===== config.mk =====
export PLATFORM = sky130hd
export DESIGN_NAME = hazard_ctrl
export DESIGN_NICKNAME = d
export VERILOG_FILES = /design/src/rtl/hazard_ctrl.sv
export SDC_FILE = /design/constraint.sdc
export NUM_CORES = 1
export LEC_CHECK = 0
export CORE_MARGIN = 4
export CORE_UTILIZATION = 41
export DETAILED_ROUTE_END_ITERATION = 16
export PLACE_DENSITY = 0.78
export SLEW_MARGIN = 10
export SYNTH_ARGS = -nofsm -noshare
export SYNTH_HDL_FRONTEND = slang
export SYNTH_SLANG_ARGS = --single-unit

===== constraint.sdc =====
create_clock -name clk -period 2.05 [get_ports clk]
set_input_delay 0.205 -clock clk [delete_from_list [all_inputs] [get_ports clk]]
set_output_delay 0.205 -clock clk [all_outputs]
set_load 0.02 [all_outputs]

===== src/rtl/hazard_ctrl.sv =====
// Hazard and stall sequencer for the 5-stage MIPS pipeline: pipeline register
// write/flush controls, a mult/div busy FSM and a saturating stall-cycle counter.
module hazard_ctrl #(
    parameter int MULDIV_CYCLES = 32,
    parameter int CNT_W         = 6,
    parameter int PERF_W        = 16
) (
    input  logic              clk,
    input  logic              rst,
    input  logic [4:0]        id_rs,
    input  logic [4:0]        id_rt,
    input  logic              id_uses_rt,
    input  logic              ex_MemRead,
    input  logic [4:0]        ex_rt_rd,
    input  logic              ex_muldiv,
    input  logic              mem_branch,
    input  logic              mem_bne,
    input  logic              mem_zero,
    input  logic              mem_jump,
    output logic              pc_write,
    output logic              ifid_write,
    output logic              idex_write,
    output logic              ifid_flush,
    output logic              idex_flush,
    output logic              exmem_flush,
    output logic              muldiv_busy,
    output logic [PERF_W-1:0] stall_cnt
);

    typedef enum logic {RUN, MD_BUSY} state_t;

    localparam logic [CNT_W-1:0] MD_LOAD = CNT_W'(MULDIV_CYCLES - 1);

    state_t           state, state_nxt;
    logic [CNT_W-1:0] md_cnt, md_cnt_nxt;
    logic             mem_taken;
    logic             load_use;

    assign mem_taken = (mem_branch & mem_zero) | (mem_bne & ~mem_zero) | mem_jump;
    assign load_use  = ex_MemRead & (ex_rt_rd != 5'd0) &
                       ((ex_rt_rd == id_rs) | (id_uses_rt & (ex_rt_rd == id_rt)));

    always_comb begin
        // NOTE: every output and next-state value gets a default first so no path can infer a latch.
        pc_write    = 1'b1;
        ifid_write  = 1'b1;
        idex_write  = 1'b1;
        ifid_flush  = 1'b0;
        idex_flush  = 1'b0;
        exmem_flush = 1'b0;
        muldiv_busy = rst && (state == MD_BUSY);
        state_nxt   = state;
        md_cnt_nxt  = md_cnt;

        if (!rst) begin
            pc_write    = 1'b0;
            ifid_write  = 1'b0;
            idex_write  = 1'b0;
            ifid_flush  = 1'b1;
            idex_flush  = 1'b1;
            exmem_flush = 1'b1;
        end else if (mem_taken) begin
            // Wrong-path work is squashed everywhere, including any mult/div in EX.
            ifid_flush  = 1'b1;
            idex_flush  = 1'b1;
            exmem_flush = 1'b1;
            state_nxt   = RUN;
        end else if (state == RUN) begin
            if (ex_muldiv) begin
                pc_write    = 1'b0;
                ifid_write  = 1'b0;
                idex_write  = 1'b0;
                exmem_flush = 1'b1;
                md_cnt_nxt  = MD_LOAD;
                state_nxt   = MD_BUSY;
            end else if (load_use) begin
                pc_write   = 1'b0;
                ifid_write = 1'b0;
                idex_flush = 1'b1;
            end
        end else if (md_cnt != '0) begin
            pc_write    = 1'b0;
            ifid_write  = 1'b0;
            idex_write  = 1'b0;
            exmem_flush = 1'b1;
            md_cnt_nxt  = md_cnt - CNT_W'(1);
        end else begin
            // Release cycle: the pipeline advances; load_use and ex_muldiv are not looked at.
            state_nxt = RUN;
        end
    end

    // NOTE: sequential state uses non-blocking assignments only, so every register samples pre-edge values.
    always_ff @(posedge clk) begin
        if (!rst) begin
            state     <= RUN;
            md_cnt    <= '0;
            stall_cnt <= '0;
        end else begin
            state  <= state_nxt;
            md_cnt <= md_cnt_nxt;
            if (!pc_write && (stall_cnt != '1))
                stall_cnt <= stall_cnt + PERF_W'(1);
        end
    end

endmodule


==> key figures, run 1 <==
Run status
  – Status: complete, but fails checks
  – Failing checks: setup timing

Final layout
  – # diodes: 0
  – Commonest non-fill, non-tap cell in the layout: clkdlybuf4s50_1
  – Fin area: 2420 um2
  – Area growth syn-to-layout: 65.8%
  – Final Util: 71.3%
  – Post-Layout Cell Count: 299
  – Nets: 280
  – Share of cells above drive strength 1: 31.6%
  – Most frequent cells in the layout: clkdlybuf4s50_1, buf_4, nand2_1

Power
  – P per Cell Area: 409 nW/um2
  – Peak VDD IR: 0.000313 V
  – Leakage Power: 0.818 nW

Die
  – Top Ports: 47
  – Die Y: 67.6 um
  – Die X: 67.6 um
  – Die ar.: 4570 um2
  – # rows: 21
  – Initial Util: 43.0%
  – CORE AREA: 3390 um2

Timing
  – RSZ-0062 raised after global routing: yes
  – Post-Route Setup TNS: -657 ps
  – Worst Tran Pin Value: 370 ps
  – F_max: 463 MHz
  – Max Slew Vio Count: 0
  – Max Clock Skew: 7.41 ps
  – Final worst slack: -109 ps
  – Tmin final: 2160 ps
  – Slew HR: 75.3%
  – Hold Fails Final Rpt: 0
  – Setup Viol. Count Final: 11
  – Period Utilization, post-route: 105%

Routing
  – First DRT Iteration DRCs: 97
  – DR pass1 iterations: 4
  – DR DRC count: 0
  – WL final: 4280 um
  – Routed vias: 1542
  – Vias per inst: 5.16
  – Post-route ant nets: 0
  – Post-DR wirelength/cell: 14.3 um

Critical path
  – CP Data Arrival Time: 2410 ps
  – CP max-delay cell: a2111oi_4
  – Critical Path Max Stage Delay: 390 ps
  – Worst setup SP type: flop
  – Crit-path cells: inv_2 > ha_4 > nor3b_4 > a2111oi_4 > nor2_4 > a21boi_4 > buf_6 > nor4_2 > mux2i_1
  – Flop-to-flop setup slack: -110 ps
  – WS Path Type: reg -> reg
  – WP data required: 2300 ps
  – Critical Path Fanout Max: 8
  – Crit end category: flop

Synthesis
  – Distinct cells, synth: 43
  – Yosys reg bits: 23
  – Syn Inst Count: 174
  – Post-synth EDFFs: 0
  – Synthesized net count: 200
  – Share of async-settable or async-resettable flops after synthesis: 0%
  – Synthesis Warnings: 0
  – Sequential area share after synthesis: 31.6%
  – Mapped cell area: 1460 um2
  – Synth Flop Type: dfxtp_1
  – Syn Area/Cell: 8.38 um2

Placement
  – Placed cell areas: 2180 um2
  – Routability Congestion: 0.803
  – Pre-CTS setup slack: -586 ps
  – DP Wirelength: 2900 um
  – Placed cells: 285
  – IO Port Bufs: 46

Clock network
  – Clk pin slew, worst setup/hold paths: 130 ps
  – Total clock buffers created by CTS: 3
  – Skew-Pair Late Insertion Delay: 330 ps
  – CTS tree: done
  – CTS sink count: 23
  – Clock Path Buffers: 2
  – H-Tree Level Count: 1
  – CTS Root Cell: clkbuf_4
  – Hold buffer count at CTS: 0

Hold path
  – Min-delay worst type: reg -> reg

Global route
  – Total track usage: 18.6%
  – Total grt overflow: 0
  – First-pass GRT wire length: 6650 um
  – Largest net degree at the start of global routing: 18
  – Vias in the first global route: 1487
  – Initial antenna violation count: 0

Flow run
  – Total of max-cap violations: 0
## cells by family (layout without fill, tap and decap cells)
group           after synthesis  count (layout)  synth area share [%]
compound gates               34              34                  18.5
xor+xnor                     10              10                  6.01
fa+ha+maj                     2               2                  1.72
buf+inv                      15              94                  4.81
flops                        23              23                  31.6
mux                           8               8                  5.84
simple gates                 82              82                  31.5
## area by class of cell
type,count,area [um2]
clock buffer,3,22.5
clock inverter,1,5.00
fill,246,973
inverter,6,22.5
multi-input combinational,136,1080
sequential,23,463
tap,46,57.6
timing repair buffer,84,764
## what timing repair did
action | 4_1_cts | 5_1_grt
setup endpoints to repair | 20 | 27
buffers inserted | 6 | 6
gates resized for setup | 41 | 20
pin swaps | 16 | 10
## state kept, by name, summed over array words and instances (netlist names)
| signal | flops |
|---|---|
| stall_cnt | 16 |
| state | 1 |
| md_cnt | 6 |
## through the flow
step | total power, mW | hold WS [ps]
global placement | 0.729 | 478
CTS | 0.967 | 502
detailed placement | 0.734 | 481
floorplan | 0.603 | 361
global route | 1.04 | 529
finish | 0.988 | 500
## cell usage after synthesis, drive strengths merged, types with 6 or more instances
library cell	n	area, um2
xnor2	10	87.6
nor2	10	40.0
nand2b	7	43.8
a21oi	11	58.8
inv	6	22.5
nand3	8	40.0
dfxtp	23	460
nor4	6	56.3
nand2	23	86.3
mux2i	7	70.1
## worst max-delay path, delay by kind of cell (launching register included)
kind / cells / cell delay (ps)
AO/OA/AOI/OAI: 2 / 570
AND/OR/NAND/NOR: 3 / 540
flip-flops: 1 / 360
multiplexers: 1 / 260
buffers and inverters: 2 / 190
adder cells (fa/ha/maj): 1 / 150
## worst paths after layout
path / end / from / depth (start not counted)
worst max-delay path: stall_cnt[13] / md_cnt[1] / 9
worst min-delay path: stall_cnt[9] / stall_cnt[9] / 2
worst max register to register: stall_cnt[13] / md_cnt[1] / 9
worst min register to register: stall_cnt[9] / stall_cnt[9] / 2
## layer usage
layer	global-route usage [%]	up-vias	routed length (um)
li1	-	790	-
met1	23.9	715	1960
met2	32.2	29	2110
met3	3.83	8	115
met4	3.04	0	98
met5	0	-	0
## where the power goes
group	total [mW]	switching, mW	internal [mW]
Clock	0.221	0.148	0.0733
Sequential	0.465	0.00735	0.457
Combinational	0.302	0.129	0.173
Note: power is estimated with default switching activity, not from simulation.
==> run 2, diff against run 1 <==
--- a/config.mk
+++ b/config.mk
@@ -5,9 +5,12 @@
 export SDC_FILE = /design/constraint.sdc
 export NUM_CORES = 1
 export LEC_CHECK = 0
+export ABC_CLOCK_PERIOD_IN_PS = 2050
+export CORE_ASPECT_RATIO = 0.6
 export CORE_MARGIN = 4
 export CORE_UTILIZATION = 41
 export DETAILED_ROUTE_END_ITERATION = 16
+export MAX_ROUTING_LAYER = met4
 export PLACE_DENSITY = 0.78
 export SLEW_MARGIN = 10
 export SYNTH_ARGS = -nofsm -noshare
==> run 2 against run 1 <==
  * The flow still finishes with violations (setup timing)
  * Clock skew rose by 4.6 ps
  * Total power increased by 6.8%
  * Critical path depth stayed put
  * Sequential power is essentially flat
  * Clock power rose by 31%
  * Critical path type unchanged
==> key figures, run 2 (synthesis gave the netlist of run 1 again) <==
Run status
  – Status: complete, but fails checks
  – Failing checks: setup timing

Final layout
  – Final Util: 71.9% (+0.65 points)
  – Commonest non-fill, non-tap cell in the layout: clkdlybuf4s50_1
  – # diodes: 0 (unchanged)
  – Fin area: 2400 um2 (-0.47%)
  – Nets: 275 (-1.8%)
  – Fillers: 244 (-0.81%)
  – Most flops, register: stall_cnt
  – Area growth syn-to-layout: 65.0%
  – Top Registers: stall_cnt: 16 flops, md_cnt: 6 flops, state: 1 flops
  – Register area: 463 um2 (unchanged)
  – Most frequent cells in the layout: clkdlybuf4s50_1, buf_4, nand2_1
  – Multi-input logic area: 1070 um2 (-1.3%)
  – Share of cells above drive strength 1: 30.2% (-1.4 points)
  – Max FFs per register: 16 (unchanged)

Timing
  – Hold Fails Final Rpt: 0 (unchanged)
  – Setup Viol. Count Final: 5 (-6)
  – RSZ-0062 raised after global routing: yes
  – Fin Hold WS: 507 ps (+6.89 ps)
  – Max Clock Skew: 12.0 ps (+4.61 ps)
  – F_max: 469 MHz (+1.3%)
  – Max Slew Vio Count: 0 (unchanged)
  – Period Utilization, post-route: 104% (-1.3 points)
  – Worst Tran Pin Value: 404 ps (+33.1 ps)
  – Final worst slack: -81.5 ps (+27.7 ps)
  – Slew HR: 73.0% (-2.3 points)
  – Tmin final: 2130 ps (-27.7 ps)

Global route
  – Vias in the first global route: 1389 (-6.6%)
  – First-pass GRT wire length: 6990 um (+5.1%)
  – Largest net degree at the start of global routing: 21 (+3)
  – Total track usage: 20.0% (+1.4 points)
  – Initial antenna violation count: 0 (unchanged)
  – Total grt overflow: 0 (unchanged)

Die
  – # rows: 16 (-24%)
  – Die X: 85.0 um (+26%)
  – Die Y: 54.2 um (-20%)
  – Top Ports: 47 (unchanged)
  – Die ar.: 4600 um2 (+0.68%)
  – CORE AREA: 3340 um2 (-1.4%)
  – Initial Util: 43.6% (+0.60 points)

Hold path
  – Hold_sp: stall_cnt[13]
  – Hold Path Sink: stall_cnt[13]
  – Hold Path Cell Cnt: 2 (unchanged)
  – Min-delay worst type: reg -> reg

Routing
  – Routed vias: 1557 (+0.97%)
  – First DRT Iteration DRCs: 109 (+12%)
  – DR DRC count: 0 (unchanged)
  – WL final: 4610 um (+7.8%)
  – Vias per inst: 5.31 (+3.0%)
  – Post-DR wirelength/cell: 15.7 um (+10%)
  – DR pass1 iterations: 4 (unchanged)
  – Post-route ant nets: 0 (unchanged)

Clock network
  – Hold buffer count at CTS: 0 (unchanged)
  – Skew-Pair Late Insertion Delay: 270 ps (-60 ps)
  – Clock Path Buffers: 2 (unchanged)
  – H-Tree Level Count: 1 (unchanged)
  – CTS sink count: 23 (unchanged)
  – Total clock buffers created by CTS: 3 (unchanged)
  – CTS Root Cell: clkbuf_8
  – Clk pin slew, worst setup/hold paths: 90 ps (-40 ps)
  – CTS tree: done

Critical path
  – WP data required: 2250 ps (-50 ps)
  – Crit path launch: md_cnt[0]
  – R2R Path Start: md_cnt[0]
  – WS Path Type: reg -> reg
  – Critical Path Fanout Max: 10 (+2)
  – Crit end category: flop
  – Flop-to-flop setup slack: -80 ps (+30 ps)
  – Number of cells on the worst reg-to-reg path: 9 (unchanged)
  – RR Endpoint: stall_cnt[8]
  – Worst setup SP type: flop
  – CP Data Arrival Time: 2330 ps (-80 ps)

Placement
  – Routability Congestion: 0.848 (+5.6%)
  – Placed cell areas: 2160 um2 (-0.97%)
  – Pre-CTS setup slack: -481 ps (+106 ps)
  – IO Port Bufs: 46 (unchanged)
  – DP Wirelength: 3340 um (+15%)

Power
  – Peak VDD IR: 0.000314 V (+0.16%)
  – Pwr Total: 1.05 mW (+6.8%)
  – Leakage Power: 0.823 nW (+0.56%)
  – P per Cell Area: 439 nW/um2 (+7.3%)

Flow run
  – Total of max-cap violations: 0 (unchanged)
## run 2: timing repair
item / CTS / global route
pin swaps: 7 / 3
buffers inserted: 0 / 6
gates resized for setup: 33 / 23
setup endpoints to repair: 21 / 17
## run 2: metal layers
metal | global-route usage, % | routed length, um | up-vias
li1 | - | - | 783
met2 | 30.8 | 2000 | 48
met1 | 27.9 | 2290 | 722
met3 | 4.59 | 298 | 4
met5 | - | 0 | -
met4 | 1.58 | 19 | 0
## run 2: area by class of cell
| type | count | share of cell area (%) |
|---|---|---|
| Multi-Input combinational cell | 136 | 44.4 |
| Timing Repair Buffer | 79 | 31.2 |
| Inverter | 6 | 0.937 |
| Clock buffer | 4 | 1.87 |
| Tap cell | 45 | 2.34 |
| Sequential cell | 23 | 19.3 |
## run 2: worst max path at each step
stage          cells after the start  slack, ps      endpoint
2_1_floorplan                      9        -20  stall_cnt[9]
3_3_place_gp                       6       -470      pc_write
3_5_place_dp                       6       -480      pc_write
4_1_cts                            9        -60  stall_cnt[2]
5_1_grt                            9       -200  stall_cnt[8]
6_report                           9        -80  stall_cnt[8]
## run 2: stage by stage
step,setup TNS [ps],instances
after floorplan,-57.8,174
after detailed placement,-7880,283
after global placement,-7630,283
after global routing,-1590,293
after CTS,-204,287
final,-286,293
## run 2: critical path, stage by stage (launching register included)
cell       delay (ps)
dfxtp_2           350
inv_2              50
ha_4              150
nor3b_4           160
a2111oi_4         380
buf_4             260
a21oi_4            80
nor4_1            310
buf_4             170
mux2i_1           160
## run 2: where the power goes
| part | switching, mW | total (mW) | leakage, nW | internal, mW |
|---|---|---|---|---|
| Clock | 0.151 | 0.290 | 0.0228 | 0.139 |
| Combinational | 0.129 | 0.299 | 0.613 | 0.170 |
| Sequential | 0.00876 | 0.465 | 0.187 | 0.457 |
| Total | 0.290 | 1.05 | 0.823 | 0.765 |
==> run 3, diff against run 2 <==
--- a/config.mk
+++ b/config.mk
@@ -6,12 +6,14 @@
 export NUM_CORES = 1
 export LEC_CHECK = 0
 export ABC_CLOCK_PERIOD_IN_PS = 2050
+export CAP_MARGIN = 20
 export CORE_ASPECT_RATIO = 0.6
-export CORE_MARGIN = 4
-export CORE_UTILIZATION = 41
+export CORE_MARGIN = 8
+export CORE_UTILIZATION = 43
+export CTS_BUF_LIST = sky130_fd_sc_hd__clkbuf_4
 export DETAILED_ROUTE_END_ITERATION = 16
 export MAX_ROUTING_LAYER = met4
-export PLACE_DENSITY = 0.78
+export PLACE_DENSITY = 0.81
 export SLEW_MARGIN = 10
 export SYNTH_ARGS = -nofsm -noshare
 export SYNTH_HDL_FRONTEND = slang
==> run 3 against run 2 <==
  * The run still ends with setup timing left
  * Critical path depth decreased by 1
  * Worst hold slack got worse by 7.9 ps
  * Global-route usage decreased by 3.3 points
  * Combinational power barely moved
  * Fmax down 1.2%
  * Clock skew increased by 2.1 ps
  * Largest cell class unchanged
==> key figures, run 3 (synthesis gave the netlist of run 1 again) <==
Global route
  – GRT met1 Usage: 20.9% (-7.0 points)
  – Initial antenna violation count: 0 (unchanged)
  – First-pass GRT wire length: 7270 um (+4.0%)
  – Vias in the first global route: 1481 (+6.6%)
  – Largest net degree at the start of global routing: 20 (-4.8%)
  – Total grt overflow: 0 (unchanged)
  – Total track usage: 16.7% (-3.3 points)
  – M3 GR Usage: 4.87% (+0.28 points)
  – GR peak layer: met2
  – Met2 usage: 26.9% (-3.9 points)

Die
  – CORE AREA: 3240 um2 (-3.0%)
  – Top Ports: 47 (unchanged)
  – # rows: 16 (unchanged)
  – Initial Util: 44.9% (+1.3 points)
  – Die ar.: 5570 um2 (+21%)
  – Die X: 91.2 um (+7.3%)
  – Die Y: 61.1 um (+13%)

Clock network
  – Total clock buffers created by CTS: 3 (unchanged)
  – Clk pin slew, worst setup/hold paths: 140 ps (+50 ps)
  – CTS tree: done
  – Skew-Pair Late Insertion Delay: 320 ps (+50 ps)
  – CTS sink count: 23 (unchanged)
  – CTS Root Cell: clkbuf_4
  – H-Tree Level Count: 1 (unchanged)
  – Clock Path Buffers: 2 (unchanged)

Routing
  – DR DRC count: 0 (unchanged)
  – Post-DR wirelength/cell: 15.4 um (-2.3%)
  – WL final: 4630 um (+0.37%)
  – DR pass1 iterations: 4 (unchanged)
  – Routed vias: 1596 (+2.5%)
  – Post-route ant nets: 0 (unchanged)
  – First DRT Iteration DRCs: 85 (-22%)
  – Vias per inst: 5.30 (-0.22%)

Placement
  – IO Port Bufs: 46 (unchanged)
  – Placed cells: 288 (+1.8%)
  – Pre-CTS setup slack: -535 ps (-54.5 ps)
  – Routability Congestion: 0.796 (-6.1%)
  – DP Wirelength: 3400 um (+1.8%)

Critical path
  – Crit path max-delay family: compound AO/OA/AOI/OAI gates
  – Critical Path Fanout Max: 14 (+4)
  – Worst path buffer plus inverter count: 2 (-1)
  – Crit end category: flop
  – WP data required: 2330 ps (+80 ps)
  – Worst setup SP type: primary input
  – Critical Path Max Stage Delay: 490 ps (+110 ps)
  – WS Path Type: in -> reg
  – CP max-delay cell: clkdlybuf4s50_1
  – CP Data Arrival Time: 2430 ps (+100 ps)
  – Crit-path cells: clkdlybuf4s50_1 > mux2_4 > a2111oi_4 > nor2_4 > a21boi_4 > buf_8 > or4b_4 > a21oi_2

Timing
  – Tmin final: 2160 ps (+25.2 ps)
  – F_max: 464 MHz (-1.2%)
  – RSZ-0062 raised after global routing: yes
  – Final worst slack: -107 ps (-25.2 ps)
  – Max Clock Skew: 14.1 ps (+2.05 ps)
  – Worst Tran Pin Value: 377 ps (-26.9 ps)
  – Slew HR: 74.9% (+1.9 points)
  – Period Utilization, post-route: 105% (+1.2 points)
  – Hold Fails Final Rpt: 0 (unchanged)
  – Max Slew Vio Count: 0 (unchanged)
  – Setup Viol. Count Final: 14 (+9)
  – Fin Hold WS: 499 ps (-7.93 ps)

Final layout
  – Final Util: 74.1% (+2.1 points)
  – Most frequent cells in the layout: clkdlybuf4s50_1, buf_4, nand2_1
  – Share of cells above drive strength 1: 32.4% (+2.2 points)
  – Max FFs per register: 16 (unchanged)
  – Area growth syn-to-layout: 64.8%
  – # diodes: 0 (unchanged)
  – Top Registers: stall_cnt: 16 flops, md_cnt: 6 flops, state: 1 flops
  – Most flops, register: stall_cnt
  – Post-Layout Cell Count: 301 (+2.7%)
  – Nets: 283 (+2.9%)
  – Commonest non-fill, non-tap cell in the layout: clkdlybuf4s50_1

Power
  – Pwr Total: 0.984 mW (-6.7%)
  – P per Cell Area: 410 nW/um2 (-6.6%)
  – Peak VDD IR: 0.000284 V (-9.3%)
  – Leakage Power: 0.828 nW (+0.65%)

Flow run
  – Total of max-cap violations: 0 (unchanged)

Hold path
  – Min-delay worst type: reg -> reg

Run status
  – Failing checks: setup timing
  – Status: complete, but fails checks
-- run 3: layout make-up --
cell class	count	area [um2]
fill	218	841
clock buffer	3	22.5
tap	45	56.3
timing repair buffer	87	781
clock inverter	1	5.00
multi-input combinational	136	1050
sequential	23	464
inverter	6	22.5
-- run 3: power breakdown --
part | switching (mW) | leakage, nW | internal [mW]
Clock | 0.146 | 0.0177 | 0.0731
Sequential | 0.00799 | 0.188 | 0.457
Combinational | 0.133 | 0.623 | 0.167
-- run 3: metal layers --
metal  vias to the layer above  part of all wire [%]
li1                        798                     -
met1                       741                    47
met2                        51                    46
met3                         6                   6.0
met4                         0                  0.67
met5                         -                     0
-- run 3: through the flow --
| step | instance area (um2) | TNS [ps] |
|---|---|---|
| 6_report | 2400 | -742 |
| 3_3_place_gp | 2200 | -7750 |
| 5_1_grt | 2400 | -2050 |
| 2_1_floorplan | 1500 | -57.8 |
| 3_5_place_dp | 2200 | -8780 |
| 4_1_cts | 2320 | -677 |
-- run 3: worst reg2reg max path, delay by kind of cell, from the launching register on --
family                   cells  cell delay [ps]
flip-flops                   1              360
buffers and inverters        2              190
AND/OR/NAND/NOR              3              710
AO/OA/AOI/OAI                3              680
adder cells (fa/ha/maj)      1              150
-- run 3: path summary, 6_finish.rpt --
path	to	depth (start not counted)	slack, ps	from
worst min-delay path	stall_cnt[9]	2	500	stall_cnt[9]
worst max-delay path	stall_cnt[5]	8	-110	mem_zero
worst min register to register	stall_cnt[9]	2	500	stall_cnt[9]
worst max register to register	stall_cnt[5]	9	-80	md_cnt[1]
-- run 3: timing repair --
item,4_1_cts,5_1_grt
hold buffers,0,0
setup endpoints to repair,21,27
pin swaps,12,5
resized for setup,34,16
gates cloned,0,0
buffers inserted,5,5
